$ cat config.mk
export PLATFORM = sky130hd
export DESIGN_NAME = mod_counter
export DESIGN_NICKNAME = d
export VERILOG_FILES = /design/src/rtl/mod_counter.sv
export SDC_FILE = /design/constraint.sdc
export NUM_CORES = 1
export LEC_CHECK = 0
export ABC_AREA = 1
export BUFFER_PORTS_ARGS = -buffer_cell sky130_fd_sc_hd__buf_2
export CAP_MARGIN = 20
export CORE_MARGIN = 3
export CORE_UTILIZATION = 52
export DETAILED_ROUTE_END_ITERATION = 10
export GPL_ROUTABILITY_DRIVEN = 0
export PLACE_DENSITY = 0.85
export SLEW_MARGIN = 20
export SYNTH_ARGS = -nofsm -noshare
export SYNTH_HDL_FRONTEND = slang
export SYNTH_SLANG_ARGS = --single-unit
$ cat constraint.sdc
create_clock -name clk -period 2 [get_ports clk]
set_input_delay 0.4 -clock clk [delete_from_list [all_inputs] [get_ports clk]]
set_output_delay 0.4 -clock clk [all_outputs]
set_load 0.02 [all_outputs]
$ cat src/rtl/mod_counter.sv
// Modulo-MODULUS up/down counter with clear, load, terminal count for cascading,
// a one-cycle load-range error flag and a saturating wrap-event counter.
module mod_counter #(
    parameter int WIDTH   = 4,
    parameter int MODULUS = 11,
    parameter int WRAP_W  = 8
) (
    input  logic              clk,
    input  logic              rst_n,
    input  logic              en,
    input  logic              up,
    input  logic              clr,
    input  logic              load,
    input  logic [WIDTH-1:0]  din,
    output logic [WIDTH-1:0]  count,
    output logic              tc,
    output logic              err,
    output logic [WRAP_W-1:0] wrap_cnt
);

    localparam logic [WIDTH-1:0]  TOP_VAL  = WIDTH'(MODULUS - 1);
    localparam logic [WIDTH:0]    TOP_EXT  = (WIDTH + 1)'(MODULUS - 1);
    localparam logic [WRAP_W-1:0] WRAP_MAX = '1;

    logic              at_top;
    logic              at_zero;
    logic              din_bad;
    logic [WIDTH-1:0]  count_next;
    logic              err_next;
    logic [WRAP_W-1:0] wrap_next;

    assign at_top  = (count == TOP_VAL);
    assign at_zero = (count == '0);
    // Extra bit so that MODULUS = 2^WIDTH never flags any din as out of range.
    assign din_bad = ({1'b0, din} > TOP_EXT);

    // tc is exactly "this edge wraps", so it doubles as the wrap event.
    assign tc = en & ~clr & ~load & ((up & at_top) | (~up & at_zero));

    always_comb begin
        // NOTE: every output of this block gets a default first, so no path can infer a latch.
        count_next = count;
        err_next   = 1'b0;
        wrap_next  = wrap_cnt;
        if (clr) begin
            count_next = '0;
            wrap_next  = '0;
        end else if (load) begin
            if (din_bad) begin
                count_next = TOP_VAL;
                err_next   = 1'b1;
            end else begin
                count_next = din;
            end
        end else if (en) begin
            if (up) begin
                count_next = at_top ? '0 : count + 1'b1;
            end else begin
                count_next = at_zero ? TOP_VAL : count - 1'b1;
            end
            if (tc && (wrap_cnt != WRAP_MAX)) begin
                wrap_next = wrap_cnt + 1'b1;
            end
        end
    end

    // NOTE: state registers use non-blocking assignments so every flop samples pre-edge values.
    always_ff @(posedge clk or negedge rst_n) begin
        if (!rst_n) begin
            count    <= '0;
            err      <= 1'b0;
            wrap_cnt <= '0;
        end else begin
            count    <= count_next;
            err      <= err_next;
            wrap_cnt <= wrap_next;
        end
    end

endmodule

Word-level counts from Yosys, hierarchy flattened
Cells that the tools add are included.
- output and inout port bits: 14
- bits in registers: 13
- logic and storage cells: 39
- $add $sub $neg: 3
- mux-type cells: 14
- bitwise logic cells: 9
- equality and inequality tests: 3
- magnitude comparators: 1
- reduce and logical (&&, ||, !) cells: 6
- operators by type and width (operator ; number):
    two-way mux 8 bit ; 4
    two-way mux 4 bit ; 7
    adder 8 x 1 -> 8 bit, second input constant ; 1
    != test 8 bit, second input constant ; 1
    AND 1 bit ; 5
    adder 4 x 1 -> 4 bit, second input constant ; 1
    equality test 4 bit, second input constant ; 1
    greater-than comparator 4 bit, second input constant ; 1
    zero test 4 bit ; 1
    nonzero test 2 bit ; 2
    subtractor 4 x 1 -> 4 bit, second input constant ; 1
    two-way mux 1 bit ; 3
    inverter 1 bit ; 3
    AND reduction 3 bit ; 1
    nonzero test 3 bit ; 1
    != test 2 bit, second input constant ; 1
    logical AND 1 bit ; 1
    bitwise OR 1 bit ; 1

Longest topological paths before layout
Gate-level depths: netlist (run 1).
- depth in word-level cells: 9
- depth in mapped cells: 10
- mapped depth without buffers: 10

Worst setup path after synthesis (run 1)
No wires, ideal clock.
- path kind: reg2out
- from: reg count[0]
- to: out tc
- cell stages (with the launch flop): 7
- setup slack: 0.134 ns
- data arrival time: 1.466 ns
- required time: 1.600 ns
- cells stage by stage: dfrtp_1 -> inv_1 -> ha_1 -> inv_1 -> nor3_2 -> nand2_1 -> a21oi_1
- cells in the longest elaborated chain, start to end: 4
- elaborated cells on any way between the ends: 6
- classes of those cells: eq/ne: 1; bitwise: 4; reduce/logical: 1
- ends and longest elaborated chain (element ; line ; RTL):
    from (decl) ; 15 ; output logic [WIDTH-1:0] count,
    from (signal assigned) ; 74 ; count <= count_next;
    equality test 4 bit / zero test 4 bit (equally long branches) ; 32, 33 ;
    AND 1 bit ; 38 ; assign tc = en & ~clr & ~load & ((up & at_top) | (~up & at_zero));
    bitwise OR 1 bit * ; 38 ;
    AND 1 bit * ; 38 ;
    to (decl) ; 16 ; output logic tc,
Every way passes the cells marked *; elsewhere a longest branch is shown, timed or not.

Final worst setup path (run 1)
- from: reg count[1]
- to: out tc
The elaborated chain is that of the path after synthesis.

==> results of run 1 <==
stage by stage:
step / cells / setup TNS [ns] / cell area, sq um / util, % / hold WS [ns]
final: 209 / -0.00527 / 1290 / 71.9 / 0.434
after global placement: 195 / 0 / 1150 / 63.9 / 0.302
after floorplan: 149 / 0 / 1030 / - / 0.104
after CTS: 207 / 0 / 1260 / 69.9 / 0.440
after detailed placement: 195 / 0 / 1150 / 63.9 / 0.300
after global routing: 209 / -0.0604 / 1290 / 71.9 / 0.442
worst reg2reg max path, stage by stage (launching register included):
cell	delay, ns
dfrtp_2	0.42
inv_2	0.09
ha_4	0.14
inv_2	0.05
nor3_4	0.12
nand2_1	0.11
buf_4	0.15
buf_4	0.13
nand2_2	0.07
nand3_4	0.13
nand2_4	0.14
nand2_1	0.06
nand2_1	0.06
cell usage in the layout (no fill, tap or decap):
master	count
nand2_1	47
buf_2	22
nor2_1	19
nand3_1	17
inv_1	13
buf_4	12
dfrtp_1	11
o21ai_0	7
inv_2	4
xor2_1	3
ha_1	3
clkbuf_4	3
nor3_4	2
nor2_2	2
a21oi_1	2
nor3_1	2
ha_4	2
dfrtp_2	2
nand3_2	1
a21oi_2	1
nand2_2	1
nand4_2	1
nand3_4	1
nand2_4	1
xnor2_1	1
nand4_1	1
nand3b_1	1
clkbuf_1	1
dlygate4sd3_1	1
state kept, by name, summed over array words and instances, names as in the netlist:
| signal | cells |
|---|---|
| wrap_cnt | 8 |
| count | 4 |
| err | 1 |
routing by layer:
metal  global-route usage [%]  share of wire [%]  vias up
li1                         -                  -      542
met1                     28.1                 41      492
met2                     35.9                 46       71
met4                     7.62                1.2        0
met3                     4.15                 11        6
met5                        0                  0        -
power groups by stage:
stage | Clock, mW | Combinational (mW) | Sequential (mW)
after floorplan | 0 | 0.102 | 0.309
after global placement | 0 | 0.155 | 0.297
after detailed placement | 0 | 0.159 | 0.299
after CTS | 0.170 | 0.199 | 0.292
after global routing | 0.191 | 0.245 | 0.296
final | 0.173 | 0.226 | 0.294
cells by family (layout without fill, tap and decap cells):
kind of cell	after synthesis	count (layout)	synth area share (%)
simple gates	96	96	44.1
flops	13	13	31.7
compound gates	10	10	4.87
buf+inv	21	56	9.87
fa+ha+maj	5	5	6.09
xor+xnor	4	4	3.41
final timing paths:
kind	slack [ns]	cells past startpoint	from	to
max	-0.005	7	count[1]	tc
min	0.43	3	load	err
max reg2reg	0.25	12	count[1]	wrap_cnt[5]
min reg2reg	0.57	2	wrap_cnt[1]	wrap_cnt[1]
max in group asynchronous	1.24	2	rst_n	wrap_cnt[7]
min in group asynchronous	0.51	2	rst_n	count[2]
layout make-up:
cell class / instances / area, sq um / area share [%]
Inverter: 17 / 63.8 / 4.93
Multi-Input combinational cell: 115 / 636 / 49.1
Timing Repair Buffer: 35 / 210 / 16.2
Tap cell: 25 / 31.3 / 2.42
Clock buffer: 4 / 26.3 / 2.03
Sequential cell: 13 / 328 / 25.3
repair_timing:
action / 4_1_cts / 5_1_grt
setup buffers: 7 / 2
hold endpoints to repair: 6 / 0
hold buffers: 1 / 0
resized for setup: 7 / 5
pin swaps: 3 / 3
setup endpoints to repair: 1 / 1
==> flow_summary.ini, run 1 <==
[grt]
grt_pass1_vias = 1014
grt_start_max_net_pins = 14
antenna_found_initial = 0
track_usage_pct = 21.7
grt-ovfl-total = 0
grt_first_pass_wirelength_microns = 4320

[clock_tree]
tritoncts = yes
cts.htree.levels = 1
cts_root_buffer = clkbuf_4
cts_buffers = 3
cts.sinks = 13
clkTransAtPathRegs_ns = 0.10
clock_latency_ns = 0.29
clockBufferDepth = 2

[cells_and_area]
fill_cells = 135
layout-drive-gt1-share_pct = 29.9
diodes = 0
syn2layout_area_growth_pct = 26.1
fin_nets = 200

[die]
io_pins = 24
die_w_microns = 50.4
start_util_pct = 57.0
fp-row-count = 15
die_area_sq_um = 2540
core_region_area_sq_um = 1800
die_h_microns = 50.4

[setup_path]
crit_chain = inv_2 > ha_4 > inv_2 > nor3_4 > nand2_1 > a21oi_2 > buf_4
cp-end-kind = primary output
slowest_delay_ns = 0.42
path_delay_family = flip-flops
crit_top_cell = inv_2
cp_slowest_cell = dfrtp_2
crit_type = flop to primary output
cp.arrival_ns = 1.61
cp_max_fo = 3
required_ns = 1.60
critPathBufInv = 3
start_kind = flop

[run_status]
status = finished with violations
violations = negative setup slack

[timing]
fin_crit_sh_pct = 100
fmax_ghz = 0.499
relSlewSlack_pct = 74.9
hold_viol_final = 0
tightestPinTransition_ns = 0.373
skew_ns = 0.0179
layout_min_cycle_time_ns = 2.01
slew_violations = 0
setup_viol = 1
setup_ws_ns = -0.00527

[drt]
routed_wl_microns = 2610
route.vias.total = 1111
postRouteAntennaNets = 0
drt_iter0_drc = 44
drc_errors = 0
drtPass1Iterations = 4
via_per_inst = 5.32
wl_per_cell_microns = 12.5

[synth]
yosys-top-cells-count = nand2_1 (47), nor2_1 (19), nand3_1 (17)
syn_area_sq_um = 1030
synthCells = 149
async_flop_share_pct = 100
yosysWarnings = 0
synth_top_area_cell = dfrtp_1
synth_flop_cell = dfrtp_1
synth_cell_types = 26
synth_top_area_share_pct = 31.7
synthTopCellsByArea = dfrtp_1 (32%), nand2_1 (17%), nand3_1 (8.3%), nor2_1 (6.9%), ha_1 (6.1%)
synth_edf_count = 0
yosysMostFrequentCell = nand2_1
avgSynthCellArea_sq_um = 6.89
synth_nets = 164
yosysSeqAreaShare_pct = 31.7
ys_ff_latch = 13

[power]
powerDensity_nw_per_um2 = 535
p_seq_share_pct = 42.4
power_mw = 0.693
p_switching_mw = 0.244
switching_share_pct = 35.2
pwr-share-comb_pct = 32.6
p_int_mw = 0.449
power_frac_clock_pct = 25.0
leakagePower_nw = 0.719
vdd_drop_max_uv = 411

[run]
maxCapViolCount = 0

[place]
dp_slack_ns = 0.142
io_buffers = 23
hpwl_microns = 1710

[worst_hold_path]
hp-class = input pin to flop
Power figures use the tool's default switching activity.
==> run 2, diff against run 1 <==
--- a/config.mk
+++ b/config.mk
@@ -5,14 +5,14 @@
 export SDC_FILE = /design/constraint.sdc
 export NUM_CORES = 1
 export LEC_CHECK = 0
-export ABC_AREA = 1
-export BUFFER_PORTS_ARGS = -buffer_cell sky130_fd_sc_hd__buf_2
+export BUFFER_PORTS_ARGS = -buffer_cell sky130_fd_sc_hd__buf_4
 export CAP_MARGIN = 20
 export CORE_MARGIN = 3
-export CORE_UTILIZATION = 52
+export CORE_UTILIZATION = 51
 export DETAILED_ROUTE_END_ITERATION = 10
 export GPL_ROUTABILITY_DRIVEN = 0
 export PLACE_DENSITY = 0.85
+export RECOVER_POWER = 50
 export SLEW_MARGIN = 20
 export SYNTH_ARGS = -nofsm -noshare
 export SYNTH_HDL_FRONTEND = slang
==> run 2 against run 1 <==
Net effect:
- the run now ends clean
- largest cell class unchanged
- final area decreased by 9.6%
- utilization is 1.6 points higher
- sequential share of layout area increased by 2.6 points
- flip-flop and latch count unchanged
- non-clock buffer count is 6 lower
- fmax grew 4.2%
- clock skew is 0.011 ns lower
- largest power group unchanged
- count of clock-buffer cells in the layout down 1
- global-route usage down 0.87 points
- cell count shrank 23%
- die area is 8.1% lower
- power is 14% lower
==> flow_summary.ini, run 2 <==
[run_status]
status = completed

[die]
die_h_microns = 48.4
die_area_sq_um = 2340
io_pins = 24
start_util_pct = 57.4
die_w_microns = 48.4
core_region_area_sq_um = 1590
fp-row-count = 14

[setup_path]
required_ns = 1.60
cp_max_fo = 4
crit_type = flop to primary output
r2r-start = count[1]
regToRegEndpoint = wrap_cnt[7]
cp-end-kind = primary output
cp.arrival_ns = 1.52
reg2reg_slack_ns = 0.17
ff2ff_path_depth = 7
start_kind = flop

[clock_tree]
cts_root_buffer = clkbuf_4
cts.sinks = 13
cts.htree.levels = 1
clkTransAtPathRegs_ns = 0.09
clock_latency_ns = 0.28
cts_buffers = 3
tritoncts = yes
clockBufferDepth = 2

[timing]
layout_min_cycle_time_ns = 1.92
skew_ns = 0.00657
slew_violations = 0
setup_viol = 0
relSlewSlack_pct = 53.1
fmax_ghz = 0.520
setup_ws_ns = 0.0757
tightestPinTransition_ns = 0.704
rsz0062_at_grt = no
fin_crit_sh_pct = 96.2
hold_viol_final = 0
tns_ns = 0

[grt]
use_met3_pct = 4.60
grt-ovfl-total = 0
grt_first_pass_wirelength_microns = 3870
top_usage_layer = met2
antenna_found_initial = 0
gr-usage-met1_pct = 27.2
grt_util_met2_pct = 34.2
grt_pass1_vias = 837
track_usage_pct = 20.8
grt_start_max_net_pins = 15

[synth]
synth_top_family_by_area = compound AO/OA/AOI/OAI gates
synth_simple_gate_area_share_pct = 23.3
yosysWarnings = 0
yosys-top-cells-count = dfrtp_1 (13), a21oi_1 (12), nand2_1 (9)
synthCells = 107
synthTopCellsByArea = dfrtp_1 (36%), ha_1 (6.8%), a21oi_1 (6.6%), o21ai_0 (4.4%), nand2_1 (3.7%)
synth_cell_types = 35
async_flop_share_pct = 100
synth_top_area_cell = dfrtp_1
synth_nets = 122
synth_compound_area_share_pct = 28.2
synthMuxAreaShare_pct = 0
yosysMostFrequentCell = dfrtp_1
synth_flop_cell = dfrtp_1
yosysSeqAreaShare_pct = 35.6
avgSynthCellArea_sq_um = 8.55
synth_xor_area_share_pct = 0.958
ys_ff_latch = 13
syn_area_sq_um = 915
synth_top_area_share_pct = 35.6
synthAdderAreaFrac_pct = 6.84
synth_edf_count = 0

[cells_and_area]
layout-drive-gt1-share_pct = 25.7
reg_top3 = wrap_cnt: 8 flops, count: 4 flops, err: 1 flops
largest_reg_flops = 8
final_common_cell = buf_4
layout_common_cells = buf_4 (21), a21oi_1 (12), dfrtp_1 (12), nand2_1 (9)
diodes = 0
largest_register = wrap_cnt
fin_nets = 152
syn2layout_area_growth_pct = 28.0

[place]
dp_slack_ns = 0.124
io_buffers = 23
hpwl_microns = 1720

[worst_hold_path]
holdPathStages = 2
whs_endpoint = wrap_cnt[3]
hp-class = input pin to flop
hold_path.startpoint = clr

[drt]
drtPass1Iterations = 4
postRouteAntennaNets = 0
wl_per_cell_microns = 15.1
drc_errors = 0
drt_iter0_drc = 33
routed_wl_microns = 2410
via_per_inst = 5.94
route.vias.total = 951

[run]
maxCapViolCount = 0

[power]
vdd_drop_max_uv = 384
powerDensity_nw_per_um2 = 508
leakagePower_nw = 0.523
-- run 2: cell count changes after synthesis, sizes merged, moves of 9 or more --
cell	previous run	this run
nor2	21	8
a21oi	3	12
nand2	49	9
inv	17	8
nand3	19	2
-- run 2: per-layer routing --
layer	up-vias	part of all wire (%)	routed length, microns
met2	40	48	1150
met1	454	45	1080
met3	2	6.9	166
li1	455	-	-
met4	0	0.75	18
met5	-	0	0
-- run 2: worst max-delay path by stage --
stage,slack [ns],endpoint,startpoint
2_1_floorplan,0.02,tc,count[0]
3_3_place_gp,0.23,wrap_cnt[7],count[1]
3_5_place_dp,0.12,wrap_cnt[7],count[1]
4_1_cts,0.02,tc,count[1]
5_1_grt,0.005,tc,count[1]
6_report,0.08,tc,count[1]
-- run 2: metrics by stage --
| stage | instance area (sq um) | std cells | power [mW] | hold slack, ns | utilization [%] |
|---|---|---|---|---|---|
| final | 1170 | 160 | 0.595 | 0.373 | 73.5 |
| after CTS | 1170 | 158 | 0.591 | 0.368 | 73.2 |
| after global routing | 1170 | 160 | 0.634 | 0.358 | 73.5 |
| after floorplan | 915 | 107 | 0.357 | 0.104 | - |
| after global placement | 1110 | 152 | 0.407 | 0.253 | 69.9 |
| after detailed placement | 1110 | 152 | 0.412 | 0.254 | 69.9 |
-- run 2: final cells by class --
| class | instances | area [sq um] |
|---|---|---|
| multi-input cells | 82 | 563 |
| fillers | 137 | 423 |
| flip-flops and latches | 13 | 327 |
| repair buffers | 29 | 194 |
| inverters | 8 | 30.0 |
| well taps | 24 | 30.0 |
| clock buffers | 3 | 22.5 |
| clock inverters | 1 | 5.00 |
-- run 2: kinds of logic (layout without fill, tap and decap cells) --
family,Yosys count,after routing
xor gates and xnor gates,1,1
AOI/OAI and AO/OA,39,39
and+or+nand+nor,37,37
buffers and inverters,12,41
adders and majority gates,5,5
DFF,13,13
-- run 2: what timing repair did --
action | CTS | global route
resized for setup | 2 | 6
pin swaps | 0 | 0
cloned | 0 | 0
buffers inserted | 1 | 2
hold buffers | 1 | 0
setup endpoints to repair | 1 | 1
endpoints found under the hold margin | 13 | 0
-- run 2: worst max-delay path: stages (launching register included) --
cell,delay [ns]
dfrtp_2,0.46
inv_2,0.07
ha_2,0.18
nor3b_4,0.22
o21ai_2,0.09
inv_2,0.08
buf_4,0.14
-- run 2: power breakdown --
group	switching, mW	total, mW	internal [mW]
combinational	0.0783	0.142	0.0641
sequential	0.0130	0.283	0.270
clock	0.0956	0.170	0.0743
==> run 3, diff against run 2 <==
--- a/config.mk
+++ b/config.mk
@@ -7,11 +7,13 @@
 export LEC_CHECK = 0
 export BUFFER_PORTS_ARGS = -buffer_cell sky130_fd_sc_hd__buf_4
 export CAP_MARGIN = 20
+export CELL_PAD_IN_SITES_DETAIL_PLACEMENT = 1
+export CELL_PAD_IN_SITES_GLOBAL_PLACEMENT = 1
 export CORE_MARGIN = 3
-export CORE_UTILIZATION = 51
+export CORE_UTILIZATION = 37
 export DETAILED_ROUTE_END_ITERATION = 10
 export GPL_ROUTABILITY_DRIVEN = 0
-export PLACE_DENSITY = 0.85
+export PLACE_DENSITY = 0.84
 export RECOVER_POWER = 50
 export SLEW_MARGIN = 20
 export SYNTH_ARGS = -nofsm -noshare
==> run 3 against run 2 <==
Net effect:
- non-clock buffer count grew 3
- clock skew shrank 0.0031 ns
- first-iteration DRC count shrank 45%
- flip-flop and latch count is the same
- global-route usage shrank 2.0 points
==> flow_summary.ini, run 3 (same netlist as run 2, synthesis figures left out) <==
[drt]
drc_errors = 0
postRouteAntennaNets = 0
drtPass1Iterations = 6
route.vias.total = 1025
via_per_inst = 6.14
wl_per_cell_microns = 18.3
drt_iter0_drc = 18
routed_wl_microns = 3060

[grt]
grt-ovfl-total = 0
grt_start_max_net_pins = 14
grt_first_pass_wirelength_microns = 4860
antenna_found_initial = 0
track_usage_pct = 18.9
grt_pass1_vias = 1075

[die]
die_area_sq_um = 3100
die_w_microns = 55.7
core_region_area_sq_um = 2280
io_pins = 24
die_h_microns = 55.7
start_util_pct = 40.2
fp-row-count = 17

[power]
switching_share_pct = 31.2
power_frac_clock_pct = 27.7
p_switching_mw = 0.189
pwr-share-comb_pct = 26.6
p_int_mw = 0.418
p_seq_share_pct = 45.8
power_mw = 0.607
leakagePower_nw = 0.533
powerDensity_nw_per_um2 = 505
vdd_drop_max_uv = 337

[clock_tree]
tritoncts = yes
clockBufferDepth = 2
cts_root_buffer = clkbuf_4
cts.sinks = 13
clock_latency_ns = 0.28
cts_buffers = 3
cts.htree.levels = 1
clkTransAtPathRegs_ns = 0.08

[setup_path]
crit_type = flop to flop
crit_chain = inv_2 > ha_2 > and3_2 > o21ai_4 > buf_4 > or4_1 > a21oi_1
cp.arrival_ns = 2.14
path_delay_family = simple AND/OR/NAND/NOR gates
critPathBufInv = 2
r2r-start = count[0]
reg2reg_slack_ns = 0.06
slowest_delay_ns = 0.50
regToRegEndpoint = wrap_cnt[6]
cp_slowest_cell = or4_1
ff2ff_path_depth = 7
cp-end-kind = flop
start_kind = flop
required_ns = 2.21
cp_max_fo = 6

[cells_and_area]
final_common_cell = buf_4
fin_area_sq_um = 1200
largest_reg_flops = 8
layout_common_cells = buf_4 (23), dfrtp_1 (13), a21oi_1 (12), nand2_1 (9), clkbuf_1 (9)
largest_register = wrap_cnt
fin_nets = 155
diodes = 0
reg_top3 = wrap_cnt: 8 flops, count: 4 flops, err: 1 flops
syn2layout_area_growth_pct = 31.3
layout-drive-gt1-share_pct = 25.2

[worst_hold_path]
whs_endpoint = wrap_cnt[3]
holdPathStages = 2
hold_path.startpoint = clr
hp-class = input pin to flop

[timing]
fin_crit_sh_pct = 96.8
skew_ns = 0.00349
hold_viol_final = 0
layout_min_cycle_time_ns = 1.94
tns_ns = 0
relSlewSlack_pct = 49.7
setup_viol = 0
tightestPinTransition_ns = 0.755
fmax_ghz = 0.517
whs_ns = 0.384
slew_violations = 0

[run_status]
status = completed

[run]
maxCapViolCount = 0

[place]
io_buffers = 23
hpwl_microns = 2050
place_area_sq_um = 1140
## run 3: cell count changes in the layout (fill, tap and decap cells not counted)
cell and change:
and3_2 +1, clkbuf_1 +2, inv_1 +1, o21ai_2 -1, o21ai_4 +1, inv_2 -1
dfrtp_1 +1, buf_4 +2, clkinv_2 -1, and3_1 -1, dfrtp_2 -1
## run 3: cell type report
| class | count | area (sq um) |
|---|---|---|
| repair buffers | 32 | 213 |
| fillers | 290 | 1070 |
| flip-flops and latches | 13 | 325 |
| well taps | 28 | 35.0 |
| multi-input cells | 82 | 572 |
| clock buffers | 4 | 26.3 |
| inverters | 8 | 30.0 |
## run 3: worst max path at each step
stage             start          end  slack [ns]  cells past startpoint
2_1_floorplan  count[0]           tc        0.02                      6
3_3_place_gp   count[1]  wrap_cnt[7]        0.17                      7
3_5_place_dp   count[1]  wrap_cnt[4]        0.02                      7
4_1_cts        count[1]           tc        0.01                      6
5_1_grt        count[1]           tc      -0.008                      6
6_report       count[0]  wrap_cnt[6]        0.06                      7
## run 3: power groups by stage
stage | sequential (mW) | combinational (mW) | clock [mW]
4_1_cts | 0.277 | 0.146 | 0.171
5_1_grt | 0.278 | 0.177 | 0.188
2_1_floorplan | 0.292 | 0.0648 | 0
3_5_place_dp | 0.282 | 0.140 | 0
3_3_place_gp | 0.282 | 0.135 | 0
6_report | 0.278 | 0.161 | 0.168
## run 3: through the flow
step | setup WS (ns) | util, % | std cells
2_1_floorplan | 0.0195 | - | 107
3_3_place_gp | 0.175 | 50.2 | 159
3_5_place_dp | 0.0159 | 50.2 | 159
4_1_cts | 0.0123 | 52.7 | 165
5_1_grt | -0.00839 | 52.8 | 167
6_report | 0.0648 | 52.8 | 167
## run 3: timing repair
| action | 4_1_cts | 5_1_grt |
|---|---|---|
| endpoints found under the setup margin | 2 | 4 |
| resized for setup | 2 | 6 |
| hold buffers | 1 | 0 |
| setup buffers | 1 | 2 |
| endpoints found under the hold margin | 13 | 0 |
| pin swaps | 1 | 0 |
## run 3: per-layer routing
metal	global-route usage [%]	wire length [microns]	up-vias
li1	-	-	463
met1	22.9	1240	507
met2	34.5	1570	45
met3	3.94	164	10
met4	3.13	87	0
met5	0	0	-
